<file path="config.mk">
export PLATFORM = sky130hd
export DESIGN_NAME = sync_debounce
export DESIGN_NICKNAME = d
export VERILOG_FILES = /design/src/rtl/sync_debounce_pkg.sv /design/src/rtl/sync_debounce_bit.sv /design/src/rtl/sync_debounce.sv
export SDC_FILE = /design/constraint.sdc
export NUM_CORES = 1
export LEC_CHECK = 0
export ABC_AREA = 1
export CAP_MARGIN = 25
export CORE_AREA = 2 2 189 191
export DETAILED_ROUTE_END_ITERATION = 6
export DIE_AREA = 0 0 191 193
export PLACE_DENSITY = 0.91
export SLEW_MARGIN = 25
export SYNTH_ARGS = -nofsm -noshare
export SYNTH_HDL_FRONTEND = slang
export SYNTH_SLANG_ARGS = --single-unit
</file>
<file path="constraint.sdc">
create_clock -name clk -period 18.8 [get_ports clk]
set_clock_uncertainty 0.2 [all_clocks]
set_input_delay 5.64 -clock clk [delete_from_list [all_inputs] [get_ports clk]]
set_output_delay 5.64 -clock clk [all_outputs]
set_load 0.02 [all_outputs]
</file>
<file path="src/rtl/sync_debounce_pkg.sv">
// Shared helpers for the input conditioner: sizing of the per-bit debounce counter.
package sync_debounce_pkg;

    // Width of a counter able to hold 0 .. cycles; a bypassed debouncer still
    // gets a legal 1-bit width so no zero-width vectors are ever declared.
    function automatic int unsigned cnt_width(input int unsigned cycles);
        return (cycles == 0) ? 1 : $clog2(cycles + 1);
    endfunction

endpackage

</file>
<file path="src/rtl/sync_debounce_bit.sv">
// Single-bit debouncer: stable level plus registered one-cycle rise/fall strobes.
// The level only moves after DEBOUNCE_CYCLES consecutive mismatching clocks;
// any match in between throws the partial count away.
module debounce_bit
    import sync_debounce_pkg::*;
#(
    parameter int unsigned DEBOUNCE_CYCLES = 4,
    parameter logic        RESET_BIT       = 1'b0
) (
    input  logic clk,
    input  logic reset,
    input  logic sync_bit,
    output logic stable,
    output logic rise,
    output logic fall
);

    localparam int unsigned CNT_W = cnt_width(DEBOUNCE_CYCLES);

    logic stable_q, stable_d;
    logic rise_q, rise_d;
    logic fall_q, fall_d;

    if (DEBOUNCE_CYCLES == 0) begin : g_bypass
        // No filtering: the level tracks the synchronised input every clock.
        always_comb stable_d = sync_bit;
    end else begin : g_count
        localparam logic [CNT_W-1:0] TERM = CNT_W'(DEBOUNCE_CYCLES - 1);

        logic [CNT_W-1:0] cnt_q, cnt_d;

        // Count consecutive mismatches; flip the level on the terminal count.
        // The counter is cleared on flip and on match, so it can never pass TERM.
        always_comb begin
            cnt_d    = '0;
            stable_d = stable_q;
            if (sync_bit != stable_q) begin
                if (cnt_q == TERM) begin
                    stable_d = sync_bit;
                end else begin
                    cnt_d = cnt_q + CNT_W'(1);
                end
            end
        end

        // Mismatch counter register.
        always_ff @(posedge clk or posedge reset) begin
            if (reset) begin
                cnt_q <= '0;
            end else begin
                cnt_q <= cnt_d;
            end
        end
    end

    // Edge strobes are decoded from the level update so they land with it.
    always_comb begin
        rise_d = stable_d & ~stable_q;
        fall_d = ~stable_d & stable_q;
    end

    // Level and strobe registers.
    always_ff @(posedge clk or posedge reset) begin
        if (reset) begin
            stable_q <= RESET_BIT;
            rise_q   <= 1'b0;
            fall_q   <= 1'b0;
        end else begin
            stable_q <= stable_d;
            rise_q   <= rise_d;
            fall_q   <= fall_d;
        end
    end

    assign stable = stable_q;
    assign rise   = rise_q;
    assign fall   = fall_q;

endmodule

</file>
<file path="src/rtl/sync_debounce.sv">
// Multi-bit pin conditioner: SYNC_STAGES-deep synchroniser followed by an
// independent debouncer per bit, with per-bit edge strobes and a change flag.
module sync_debounce
    import sync_debounce_pkg::*;
#(
    parameter int unsigned      WIDTH           = 16,
    parameter int unsigned      SYNC_STAGES     = 2,
    parameter int unsigned      DEBOUNCE_CYCLES = 1_000_000,
    parameter logic [WIDTH-1:0] RESET_VALUE     = '0
) (
    input  logic             clk,
    input  logic             reset,
    input  logic [WIDTH-1:0] async_in,
    output logic [WIDTH-1:0] sync_out,
    output logic [WIDTH-1:0] stable_out,
    output logic [WIDTH-1:0] rise_pulse,
    output logic [WIDTH-1:0] fall_pulse,
    output logic             any_change
);

    if (SYNC_STAGES < 2) begin : g_bad_stages
        $error("sync_debounce: SYNC_STAGES must be at least 2");
    end
    if (WIDTH < 1) begin : g_bad_width
        $error("sync_debounce: WIDTH must be at least 1");
    end

    logic [WIDTH-1:0] sync_q [SYNC_STAGES];

    // Synchroniser chain; every stage resets to the configured idle level.
    always_ff @(posedge clk or posedge reset) begin
        if (reset) begin
            for (int k = 0; k < SYNC_STAGES; k++) begin
                sync_q[k] <= RESET_VALUE;
            end
        end else begin
            sync_q[0] <= async_in;
            for (int k = 1; k < SYNC_STAGES; k++) begin
                sync_q[k] <= sync_q[k-1];
            end
        end
    end

    assign sync_out = sync_q[SYNC_STAGES-1];

    for (genvar i = 0; i < WIDTH; i++) begin : g_bit
        debounce_bit #(
            .DEBOUNCE_CYCLES (DEBOUNCE_CYCLES),
            .RESET_BIT       (RESET_VALUE[i])
        ) u_debounce (
            .clk      (clk),
            .reset    (reset),
            .sync_bit (sync_q[SYNC_STAGES-1][i]),
            .stable   (stable_out[i]),
            .rise     (rise_pulse[i]),
            .fall     (fall_pulse[i])
        );
    end

    // Reduction of the registered strobes, so it is high in exactly their cycle.
    assign any_change = |(rise_pulse | fall_pulse);

endmodule

</file>
==> results of run 1 <==
==> synthesized netlist by cell type <==
master and number:
a21oi_2 2, o21ai_0 42, or2_2 4, xor2_1 101, buf_6 1, buf_4 66
nand2_1 500, nand2_2 17, xor2_2 6, nand3_2 8, inv_1 293, nor4_1 10
nor3_1 59, nor2_4 15, a21oi_1 42, o21ai_1 2, ha_1 16, nand3b_1 21
xnor2_2 1, nand3_1 277, and2_1 6, dfrtp_1 400, o21bai_1 7, clkbuf_1 2
buf_2 5, nand2_4 1, nor2_1 706, nand3_4 1, nor2_2 36, inv_2 6
xnor2_1 52, nor3b_2 1, nand4_1 38, nor3_4 1, nor3b_1 15
==> metrics by stage <==
step / instances / hold WS, ps / power, mW
detailed placement: 3234 / 135.8 / 0.9597
global route: 3313 / 157.8 / 1.871
floorplan: 2760 / 131.2 / 0.9406
finish: 3314 / 146.9 / 1.807
global placement: 3234 / 134.7 / 0.9565
CTS: 3312 / 150.2 / 1.824
==> final cells by class <==
| class | instances | area share |
|---|---|---|
| Sequential cell | 400 | 0.4228 |
| Multi-Input combinational cell | 1987 | 0.4069 |
| Clock buffer | 54 | 0.04798 |
| Inverter | 299 | 0.04772 |
| Timing Repair Buffer | 88 | 0.03726 |
| Tap cell | 461 | 0.02436 |
| Clock inverter | 24 | 0.01289 |
| Antenna cell | 1 | 0.0001057 |
==> worst max-delay path, cell delays in order (launching register included) <==
cell,delay (ps)
dfrtp_1,380
nor4_1,670
nand2_1,250
nor2_1,160
nand2_1,80
clkdlybuf4s50_1,540
==> flip-flops by register name (all words and copies together) (netlist names) <==
signal,count
g_bit.u_debounce.g_count.cnt_q,320
g_bit.u_debounce.fall,16
g_bit.u_debounce.rise,16
g_bit.u_debounce.stable,16
sync_out,16
sync_q,16
==> cells by family (layout without fill, tap and decap cells) <==
logic type / count (synthesis) / after routing / share of synthesized area
flip-flops: 400 / 400 / 0.4698
AO/OA/AOI/OAI: 95 / 95 / 0.02349
XOR/XNOR: 160 / 160 / 0.06824
buffers and inverters: 373 / 465 / 0.07799
other: 0 / 1 / 0
adder cells (fa/ha/maj): 16 / 16 / 0.009396
AND/OR/NAND/NOR: 1716 / 1716 / 0.3511
==> report_power, final <==
group,internal (mW),switching [mW],total (mW)
registers,0.873,0.0100,0.883
logic,0.0185,0.0433,0.0618
clock network,0.514,0.349,0.863
==> routing by layer <==
layer	vias to the layer above	wire (µm)	track usage
met3	127	2718	0.04308
met1	8612	19490	0.3194
met4	0	1704	0.1249
met5	-	0	0
met2	632	23450	0.4615
li1	8746	-	-
==> how the worst max path moves through the flow <==
stage                                              from                                          endpoint  slack [ps]  depth (start not counted)
global route        g_bit[14].u_debounce.fall$_DFF_PP0_                                        any_change       10270                          5
finish              g_bit[14].u_debounce.rise$_DFF_PP0_                                        any_change       10330                          5
detailed placement                                reset                              sync_q[28]$_DFF_PP0_        9970                          4
CTS                 g_bit[14].u_debounce.fall$_DFF_PP0_                                        any_change       10230                          5
global placement                                  reset  g_bit[12].u_debounce.g_count.cnt_q[12]$_DFF_PP0_       10030                          4
floorplan                                         reset                g_bit[0].u_debounce.fall$_DFF_PP0_        1840                          1
==> impl_metrics.xml, run 1 <==
<?xml version="1.0" encoding="UTF-8"?>
<metrics>
  <group name="grt">
    <metric name="first_global_vias" unit="">17796</metric>
    <metric name="grt_overflow" unit="">0</metric>
    <metric name="track_usage" unit="">0.2636</metric>
    <metric name="grt_max_degree" unit="">128</metric>
    <metric name="grt_pass1_wl" unit="µm">80210</metric>
    <metric name="antenna_found_initial" unit="">1</metric>
  </group>
  <group name="timing">
    <metric name="tightest_slew" unit="ps">991.4</metric>
    <metric name="number_of_setup_violations_in_the_final_report" unit="">0</metric>
    <metric name="timing.final.ws_setup" unit="ps">10330</metric>
    <metric name="setup-tns-final" unit="ps">0</metric>
    <metric name="timing.final.crit_share" unit="">0.4503</metric>
    <metric name="final_slew_violations" unit="">0</metric>
    <metric name="rsz0062_at_grt" unit="">no</metric>
    <metric name="max_clock_freq" unit="GHz">0.1181</metric>
    <metric name="hold_viol" unit="">0</metric>
    <metric name="worst_slew_margin_rel" unit="">0.3344</metric>
    <metric name="min_period" unit="ps">8465</metric>
  </group>
  <group name="synthesis">
    <metric name="syn_inst_count" unit="">2760</metric>
    <metric name="syn-cell-area" unit="µm²">21310</metric>
    <metric name="leading_area_contributor_after_synthesis" unit="">dfrtp_1</metric>
    <metric name="synth-seq-area-share" unit="">0.4698</metric>
    <metric name="synth_top_cells_by_area" unit="">dfrtp_1 47%, nor2_1 12%, nand2_1 8.8%</metric>
    <metric name="yosys_register_bits" unit="">400</metric>
    <metric name="synth_nets" unit="">2794</metric>
    <metric name="unique_masters_post_synth" unit="">35</metric>
    <metric name="post_synth.cell_area_avg" unit="µm²">7.719</metric>
    <metric name="yosysWarningCount" unit="">0</metric>
    <metric name="area_share_of_the_largest_cell_type_after_synthesis" unit="">0.4698</metric>
  </group>
  <group name="route">
    <metric name="drc" unit="">0</metric>
    <metric name="routed_wire_length_per_instance" unit="µm">14.29</metric>
    <metric name="drt-vias-per-instance" unit="">5.467</metric>
    <metric name="routed-via-count" unit="">18117</metric>
    <metric name="drt_pass1_iterations" unit="">6</metric>
    <metric name="initialDrtViolationCount" unit="">1270</metric>
    <metric name="postRouteWirelength" unit="µm">47370</metric>
    <metric name="drtAntennaViolNets" unit="">0</metric>
  </group>
  <group name="placement">
    <metric name="place.gp.congestion" unit="">0.9455</metric>
    <metric name="half_perimeter_wire_length_after_placement" unit="µm">33260</metric>
    <metric name="placed_cell_area" unit="µm²">22210</metric>
    <metric name="dp_slack" unit="ps">9971</metric>
    <metric name="portBuffers" unit="">82</metric>
  </group>
  <group name="finish">
    <metric name="final_cell_mix" unit="">706 x nor2_1, 500 x nand2_1, 400 x dfrtp_1</metric>
    <metric name="area_growth_syn_to_layout" unit="%">11.13</metric>
    <metric name="fillers" unit="">2717</metric>
    <metric name="final_util" unit="">0.6772</metric>
    <metric name="most_frequent_standard_cell_in_the_layout_excluding_fill_and_tap_cells" unit="">nor2_1</metric>
    <metric name="final-seq-area" unit="µm²">10010</metric>
    <metric name="multi_input_gate_area" unit="µm²">9634</metric>
    <metric name="design_area" unit="µm²">23680</metric>
    <metric name="finalNetCount" unit="">2852</metric>
    <metric name="drive_gt1_frac" unit="">0.06171</metric>
  </group>
  <group name="power_and_ir_drop">
    <metric name="vdd.ir_drop.worst" unit="µV">77.00</metric>
    <metric name="p_leak" unit="nW">10.26</metric>
    <metric name="powerDensity" unit="nW/µm²">76.34</metric>
  </group>
  <group name="floorplan">
    <metric name="boundaryPins" unit="">83</metric>
    <metric name="fp.dieW" unit="µm">191</metric>
    <metric name="die_height" unit="µm">193</metric>
    <metric name="fp.coreArea" unit="µm²">34960</metric>
    <metric name="fp.dieArea" unit="µm²">36860</metric>
    <metric name="std_cell_rows" unit="">69</metric>
    <metric name="initial_core_util" unit="">0.6093</metric>
  </group>
  <group name="critical_path">
    <metric name="required" unit="ps">12960</metric>
    <metric name="reg2reg_slack" unit="ps">16410</metric>
    <metric name="critical_path.max_fanout" unit="">2</metric>
    <metric name="crit-reg2reg-launch" unit="">g_bit[1].u_debounce.g_count.cnt_q[0]$_DFF_PP0_</metric>
    <metric name="cp_data_arrival_time" unit="ps">2630</metric>
    <metric name="timing.setup.critical_path_class" unit="">flop to output pin</metric>
    <metric name="end_of_the_worst_register_to_register_path" unit="">g_bit[1].u_debounce.fall$_DFF_PP0_</metric>
    <metric name="rr_worst_depth" unit="">5</metric>
    <metric name="critical_path.startpoint_type" unit="">flop</metric>
    <metric name="timing.critical_path.to_type" unit="">output pin</metric>
  </group>
  <group name="hold_path">
    <metric name="hold_path_depth" unit="">0</metric>
    <metric name="timing.hold.worst.start" unit="">sync_q[19]$_DFF_PP0_</metric>
    <metric name="timing.hold.worst.class" unit="">flop to flop</metric>
    <metric name="worstHoldEndpoint" unit="">sync_out[3]$_DFF_PP0_</metric>
  </group>
  <group name="cts">
    <metric name="clkLatencyLatePin" unit="ps">570</metric>
    <metric name="clk_transition_reported_paths" unit="ps">60</metric>
    <metric name="post_cts_resize_count" unit="">0</metric>
    <metric name="cts-buffers-inserted" unit="">42</metric>
    <metric name="htree_levels" unit="">2</metric>
    <metric name="ctsLongestPathBuffers" unit="">3</metric>
    <metric name="ctsRootBufferMaster" unit="">clkbuf_16</metric>
    <metric name="cts-hold-fix-buffers" unit="">0</metric>
    <metric name="cts_tree" unit="">done</metric>
    <metric name="clock_sinks" unit="">400</metric>
    <metric name="post-cts-setup-buffer-count" unit="">0</metric>
  </group>
  <group name="status">
    <metric name="outcome" unit="">completed</metric>
  </group>
  <group name="flow_run">
    <metric name="timing.max_cap.violations" unit="">0</metric>
  </group>
</metrics>
Power figures use the tool's default switching activity.
==> run 2, diff against run 1 <==
==> constraint.sdc (replaced) <==
create_clock -name clk -period 7.9 [get_ports clk]
set_clock_uncertainty 0.2 [all_clocks]
set_input_delay 2.37 -clock clk [delete_from_list [all_inputs] [get_ports clk]]
set_output_delay 2.37 -clock clk [all_outputs]
set_load 0.02 [all_outputs]
==> impl_metrics.xml, run 2 (same netlist as run 1, synthesis figures left out) <==
<?xml version="1.0" encoding="UTF-8"?>
<metrics>
  <group name="finish">
    <metric name="final_cell_mix" unit="">706 x nor2_1, 500 x nand2_1, 400 x dfrtp_1</metric>
    <metric name="drive_gt1_frac" unit="">0.06211</metric>
    <metric name="most_frequent_standard_cell_in_the_layout_excluding_fill_and_tap_cells" unit="">nor2_1</metric>
    <metric name="top_register" unit="">g_bit.u_debounce.g_count.cnt_q</metric>
    <metric name="area_growth_syn_to_layout" unit="%">11.54</metric>
    <metric name="largest_register_ff_count" unit="">320</metric>
    <metric name="finalNetCount" unit="">2851</metric>
  </group>
  <group name="floorplan">
    <metric name="fp.coreArea" unit="µm²">34960</metric>
    <metric name="std_cell_rows" unit="">69</metric>
    <metric name="boundaryPins" unit="">83</metric>
    <metric name="initial_core_util" unit="">0.6093</metric>
    <metric name="fp.dieArea" unit="µm²">36860</metric>
    <metric name="fp.dieW" unit="µm">191</metric>
    <metric name="die_height" unit="µm">193</metric>
  </group>
  <group name="placement">
    <metric name="place.gp.congestion" unit="">0.9355</metric>
    <metric name="dp_slack" unit="ps">3243</metric>
    <metric name="portBuffers" unit="">82</metric>
    <metric name="half_perimeter_wire_length_after_placement" unit="µm">33030</metric>
  </group>
  <group name="critical_path">
    <metric name="critical_path.max_fanout" unit="">2</metric>
    <metric name="rr_worst_depth" unit="">5</metric>
    <metric name="critical_path.startpoint_type" unit="">flop</metric>
    <metric name="crit-reg2reg-launch" unit="">g_bit[1].u_debounce.g_count.cnt_q[0]$_DFF_PP0_</metric>
    <metric name="cp_data_arrival_time" unit="ps">2570</metric>
    <metric name="reg2reg_slack" unit="ps">5620</metric>
    <metric name="end_of_the_worst_register_to_register_path" unit="">g_bit[1].u_debounce.fall$_DFF_PP0_</metric>
    <metric name="timing.critical_path.to_type" unit="">output pin</metric>
    <metric name="timing.setup.critical_path_class" unit="">flop to output pin</metric>
    <metric name="required" unit="ps">5330</metric>
  </group>
  <group name="hold_path">
    <metric name="worstHoldEndpoint" unit="">sync_out[0]$_DFF_PP0_</metric>
    <metric name="timing.hold.worst.class" unit="">flop to flop</metric>
    <metric name="hold_path_depth" unit="">0</metric>
    <metric name="timing.hold.worst.start" unit="">sync_q[16]$_DFF_PP0_</metric>
  </group>
  <group name="cts">
    <metric name="cts-buffers-inserted" unit="">44</metric>
    <metric name="htree_levels" unit="">2</metric>
    <metric name="clock_sinks" unit="">400</metric>
    <metric name="ctsLongestPathBuffers" unit="">3</metric>
    <metric name="cts_tree" unit="">done</metric>
    <metric name="clk_transition_reported_paths" unit="ps">60</metric>
    <metric name="clkLatencyLatePin" unit="ps">550</metric>
    <metric name="post-cts-setup-buffer-count" unit="">0</metric>
    <metric name="cts-hold-fix-buffers" unit="">0</metric>
    <metric name="ctsRootBufferMaster" unit="">clkbuf_16</metric>
    <metric name="post_cts_resize_count" unit="">0</metric>
  </group>
  <group name="timing">
    <metric name="final_slew_violations" unit="">0</metric>
    <metric name="max_clock_freq" unit="GHz">0.1945</metric>
    <metric name="number_of_setup_violations_in_the_final_report" unit="">0</metric>
    <metric name="hold_viol" unit="">0</metric>
    <metric name="tightest_slew" unit="ps">996.7</metric>
    <metric name="timing.final.crit_share" unit="">0.6507</metric>
    <metric name="worst_slew_margin_rel" unit="">0.3308</metric>
    <metric name="fin_worst_hold_slack" unit="ps">149.5</metric>
    <metric name="rsz0062_at_grt" unit="">no</metric>
    <metric name="min_period" unit="ps">5140</metric>
    <metric name="timing.final.ws_setup" unit="ps">2760</metric>
  </group>
  <group name="power_and_ir_drop">
    <metric name="powerDensity" unit="nW/µm²">185.0</metric>
    <metric name="vdd.ir_drop.worst" unit="µV">165.4</metric>
    <metric name="p_leak" unit="nW">10.29</metric>
  </group>
  <group name="route">
    <metric name="drt-vias-per-instance" unit="">5.361</metric>
    <metric name="drt_pass1_iterations" unit="">5</metric>
    <metric name="routed-via-count" unit="">17754</metric>
    <metric name="initialDrtViolationCount" unit="">1336</metric>
    <metric name="routed_wire_length_per_instance" unit="µm">13.88</metric>
    <metric name="drtAntennaViolNets" unit="">0</metric>
    <metric name="postRouteWirelength" unit="µm">45970</metric>
    <metric name="drc" unit="">0</metric>
  </group>
  <group name="grt">
    <metric name="antenna_found_initial" unit="">1</metric>
    <metric name="first_global_vias" unit="">17202</metric>
    <metric name="grt_max_degree" unit="">165</metric>
    <metric name="grt_pass1_wl" unit="µm">79060</metric>
    <metric name="track_usage" unit="">0.2578</metric>
    <metric name="grt_overflow" unit="">0</metric>
  </group>
  <group name="flow_run">
    <metric name="timing.max_cap.violations" unit="">0</metric>
  </group>
  <group name="status">
    <metric name="outcome" unit="">completed</metric>
  </group>
</metrics>
[run 2: metal layers]
layer | vias to the layer above | track usage | routed length [µm]
met5 | - | 0 | 8
met4 | 2 | 0.08408 | 1021
met3 | 90 | 0.04525 | 2463
met2 | 490 | 0.4420 | 22760
met1 | 8409 | 0.3339 | 19710
li1 | 8763 | - | -
[run 2: worst max-delay path by stage]
| stage | startpoint | to | slack [ps] |
|---|---|---|---|
| after floorplan | reset | g_bit[0].u_debounce.fall$_DFF_PP0_ | -60 |
| after global routing | g_bit[14].u_debounce.fall$_DFF_PP0_ | any_change | 2650 |
| after global placement | g_bit[14].u_debounce.fall$_DFF_PP0_ | any_change | 3280 |
| after CTS | g_bit[14].u_debounce.fall$_DFF_PP0_ | any_change | 2640 |
| after detailed placement | g_bit[14].u_debounce.fall$_DFF_PP0_ | any_change | 3240 |
| final | g_bit[14].u_debounce.fall$_DFF_PP0_ | any_change | 2760 |
[run 2: final cells by class]
class / instances / area, µm²
clock buffers: 60 / 1272
flip-flops and latches: 400 / 10010
inverters: 299 / 1126
clock inverters: 19 / 266.5
well taps: 461 / 576.8
multi-input cells: 1987 / 9642
repair buffers: 85 / 868.3
fillers: 2746 / 11200
diodes: 1 / 2.502
[run 2: where the power goes]
part | leakage, nW | total [mW] | switching, mW | internal [mW]
Combinational | 4.06 | 0.144 | 0.101 | 0.0434
Sequential | 5.48 | 2.10 | 0.0240 | 2.08
Clock | 0.754 | 2.15 | 0.824 | 1.33
[run 2: per-stage QoR]
step	util	TNS, ps	total power [mW]	std cells	cell area [µm²]
after floorplan	-	-22310	2.239	2760	21310
after global placement	0.6354	0	2.277	3232	22220
after detailed placement	0.6354	0	2.285	3232	22220
after CTS	0.6794	0	4.452	3311	23750
after global routing	0.6796	0	4.557	3311	23760
final	0.6797	0	4.396	3312	23760
[run 2: critical path, stage by stage (launching register included)]
cell             delay, ps
dfrtp_1                370
nor4_1                 640
nand2_1                250
nor2_1                 150
nand2_1                 80
clkdlybuf4s50_1        540
==> run 3, diff against run 2 <==
--- a/config.mk
+++ b/config.mk
@@ -7,10 +7,10 @@
 export LEC_CHECK = 0
 export ABC_AREA = 1
 export CAP_MARGIN = 25
-export CORE_AREA = 2 2 189 191
+export CORE_AREA = 2 2 199 201
 export DETAILED_ROUTE_END_ITERATION = 6
-export DIE_AREA = 0 0 191 193
-export PLACE_DENSITY = 0.91
+export DIE_AREA = 0 0 201 203
+export PLACE_DENSITY = 0.87
 export SLEW_MARGIN = 25
 export SYNTH_ARGS = -nofsm -noshare
 export SYNTH_HDL_FRONTEND = slang
==> constraint.sdc (replaced) <==
create_clock -name clk -period 4.7 [get_ports clk]
set_clock_uncertainty 0.2 [all_clocks]
set_input_delay 1.41 -clock clk [delete_from_list [all_inputs] [get_ports clk]]
set_output_delay 1.41 -clock clk [all_outputs]
set_load 0.02 [all_outputs]
==> impl_metrics.xml, run 3 (same netlist as run 1, synthesis figures left out) <==
<?xml version="1.0" encoding="UTF-8"?>
<metrics>
  <group name="status">
    <metric name="outcome" unit="">completed</metric>
  </group>
  <group name="grt">
    <metric name="first_global_vias" unit="">17643</metric>
    <metric name="grt_max_degree" unit="">118</metric>
    <metric name="track_usage" unit="">0.2368</metric>
    <metric name="antenna_found_initial" unit="">1</metric>
    <metric name="grt_overflow" unit="">0</metric>
    <metric name="grt_pass1_wl" unit="µm">81140</metric>
  </group>
  <group name="critical_path">
    <metric name="timing.critical_path.to_type" unit="">output pin</metric>
    <metric name="crit_path_start" unit="">g_bit[12].u_debounce.rise$_DFF_PP0_</metric>
    <metric name="timing.setup.critical_path_class" unit="">flop to output pin</metric>
    <metric name="critical_path.startpoint_type" unit="">flop</metric>
    <metric name="critical_path.max_fanout" unit="">2</metric>
    <metric name="required" unit="ps">3090</metric>
    <metric name="crit-reg2reg-launch" unit="">g_bit[1].u_debounce.g_count.cnt_q[0]$_DFF_PP0_</metric>
    <metric name="cp_data_arrival_time" unit="ps">2770</metric>
  </group>
  <group name="finish">
    <metric name="top_register" unit="">g_bit.u_debounce.g_count.cnt_q</metric>
    <metric name="drive_gt1_frac" unit="">0.06408</metric>
    <metric name="final_cell_mix" unit="">706 x nor2_1, 500 x nand2_1, 400 x dfrtp_1</metric>
    <metric name="most_frequent_standard_cell_in_the_layout_excluding_fill_and_tap_cells" unit="">nor2_1</metric>
    <metric name="final_util" unit="">0.6197</metric>
    <metric name="finalNetCount" unit="">2858</metric>
    <metric name="largest_register_ff_count" unit="">320</metric>
    <metric name="area_growth_syn_to_layout" unit="%">11.89</metric>
    <metric name="antenna-diode-count" unit="">0</metric>
  </group>
  <group name="floorplan">
    <metric name="initial_core_util" unit="">0.5539</metric>
    <metric name="die_height" unit="µm">203</metric>
    <metric name="std_cell_rows" unit="">72</metric>
    <metric name="fp.dieW" unit="µm">201</metric>
    <metric name="boundaryPins" unit="">83</metric>
    <metric name="fp.coreArea" unit="µm²">38470</metric>
    <metric name="fp.dieArea" unit="µm²">40800</metric>
  </group>
  <group name="route">
    <metric name="initialDrtViolationCount" unit="">1469</metric>
    <metric name="routed_wire_length_per_instance" unit="µm">13.90</metric>
    <metric name="drc" unit="">0</metric>
    <metric name="routed-via-count" unit="">17920</metric>
    <metric name="drtAntennaViolNets" unit="">0</metric>
    <metric name="drt-vias-per-instance" unit="">5.311</metric>
    <metric name="postRouteWirelength" unit="µm">46910</metric>
    <metric name="drt_pass1_iterations" unit="">7</metric>
  </group>
  <group name="power_and_ir_drop">
    <metric name="vdd.ir_drop.worst" unit="µV">293.2</metric>
    <metric name="p_leak" unit="nW">10.30</metric>
    <metric name="powerDensity" unit="nW/µm²">306.0</metric>
    <metric name="total_power" unit="mW">7.294</metric>
  </group>
  <group name="timing">
    <metric name="number_of_setup_violations_in_the_final_report" unit="">0</metric>
    <metric name="rsz0062_at_grt" unit="">no</metric>
    <metric name="final_slew_violations" unit="">0</metric>
    <metric name="hold_viol" unit="">0</metric>
    <metric name="worst_slew_margin_rel" unit="">0.4102</metric>
    <metric name="min_period" unit="ps">4382</metric>
    <metric name="timing.final.crit_share" unit="">0.9323</metric>
    <metric name="tightest_slew" unit="ps">876.7</metric>
    <metric name="max_clock_freq" unit="GHz">0.2282</metric>
  </group>
  <group name="placement">
    <metric name="place.gp.congestion" unit="">0.9605</metric>
    <metric name="half_perimeter_wire_length_after_placement" unit="µm">33670</metric>
    <metric name="portBuffers" unit="">82</metric>
  </group>
  <group name="cts">
    <metric name="cts_tree" unit="">done</metric>
    <metric name="ctsLongestPathBuffers" unit="">3</metric>
    <metric name="post_cts_resize_count" unit="">0</metric>
    <metric name="clk_transition_reported_paths" unit="ps">60</metric>
    <metric name="clkLatencyLatePin" unit="ps">580</metric>
    <metric name="ctsRootBufferMaster" unit="">clkbuf_16</metric>
    <metric name="clock_sinks" unit="">400</metric>
    <metric name="cts-buffers-inserted" unit="">43</metric>
    <metric name="cts-hold-fix-buffers" unit="">0</metric>
    <metric name="post-cts-setup-buffer-count" unit="">0</metric>
    <metric name="htree_levels" unit="">2</metric>
  </group>
  <group name="hold_path">
    <metric name="timing.hold.worst.class" unit="">flop to flop</metric>
    <metric name="timing.hold.worst.start" unit="">sync_q[28]$_DFF_PP0_</metric>
  </group>
  <group name="flow_run">
    <metric name="timing.max_cap.violations" unit="">0</metric>
  </group>
</metrics>
-- run 3: changes by cell type in the layout (fill, tap and decap cells not counted) --
cell,previous run,this run
buf_2,0,1
clkinv_2,7,11
clkbuf_8,9,5
buf_12,2,4
buf_4,1,6
inv_8,1,0
bufinv_16,6,5
inv_6,1,0
clkinvlp_4,4,5
diode_2,1,0
-- run 3: power by group --
part           internal (mW)  switching (mW)
combinational         0.0788           0.173
clock                   2.10            1.41
sequential              3.49          0.0403
total                   5.67            1.62
-- run 3: final cells by class --
cell class              instances  area [µm²]
clock inverters                21       244.0
inverters                     299        1126
flip-flops and latches        400       10010
well taps                     518       648.1
fillers                      3151       14630
repair buffers                 93       950.9
clock buffers                  56        1217
multi-input cells            1987        9642
-- run 3: worst paths after layout --
path | endpoint | slack (ps) | cells past startpoint
max | any_change | 320 | 5
min | sync_out[12]$_DFF_PP0_ | 150 | 0
min reg2reg | sync_out[12]$_DFF_PP0_ | 150 | 0
max in group asynchronous | g_bit[8].u_debounce.g_count.cnt_q[15]$_DFF_PP0_ | 2300 | 3
max reg2reg | g_bit[1].u_debounce.fall$_DFF_PP0_ | 2460 | 5
min in group asynchronous | g_bit[10].u_debounce.g_count.cnt_q[10]$_DFF_PP0_ | 1030 | 2
-- run 3: worst max-delay path, cell delays in order, from the launching register on --
cell and delay [ps]:
dfrtp_1 380, nor4_1 760, nand2_1 270, nor2_1 170
nand2_1 70, clkdlybuf4s50_1 540
-- run 3: routing by layer --
layer / GRT usage / share of wire / vias to the layer above / wire length [µm]
met4: 0.08307 / 0.030 / 2 / 1401
met5: 0 / 0.00028 / - / 13
met2: 0.4056 / 0.48 / 557 / 22730
met3: 0.04189 / 0.056 / 114 / 2643
met1: 0.3038 / 0.43 / 8490 / 20120
li1: - / - / 8757 / -
-- run 3: through the flow --
| stage | area (µm²) | worst slack [ps] | hold slack [ps] | std cells | setup TNS [ps] |
|---|---|---|---|---|---|
| after CTS | 23830 | 428.9 | 149.6 | 3373 | 0 |
| final | 23840 | 318.3 | 151.3 | 3374 | 0 |
| after global placement | 22360 | 1052 | 136.2 | 3296 | 0 |
| after floorplan | 21310 | -2296 | 131.2 | 2760 | -918310 |
| after global routing | 23840 | 275.1 | 154.5 | 3374 | 0 |
| after detailed placement | 22360 | 1039 | 136.4 | 3296 | 0 |
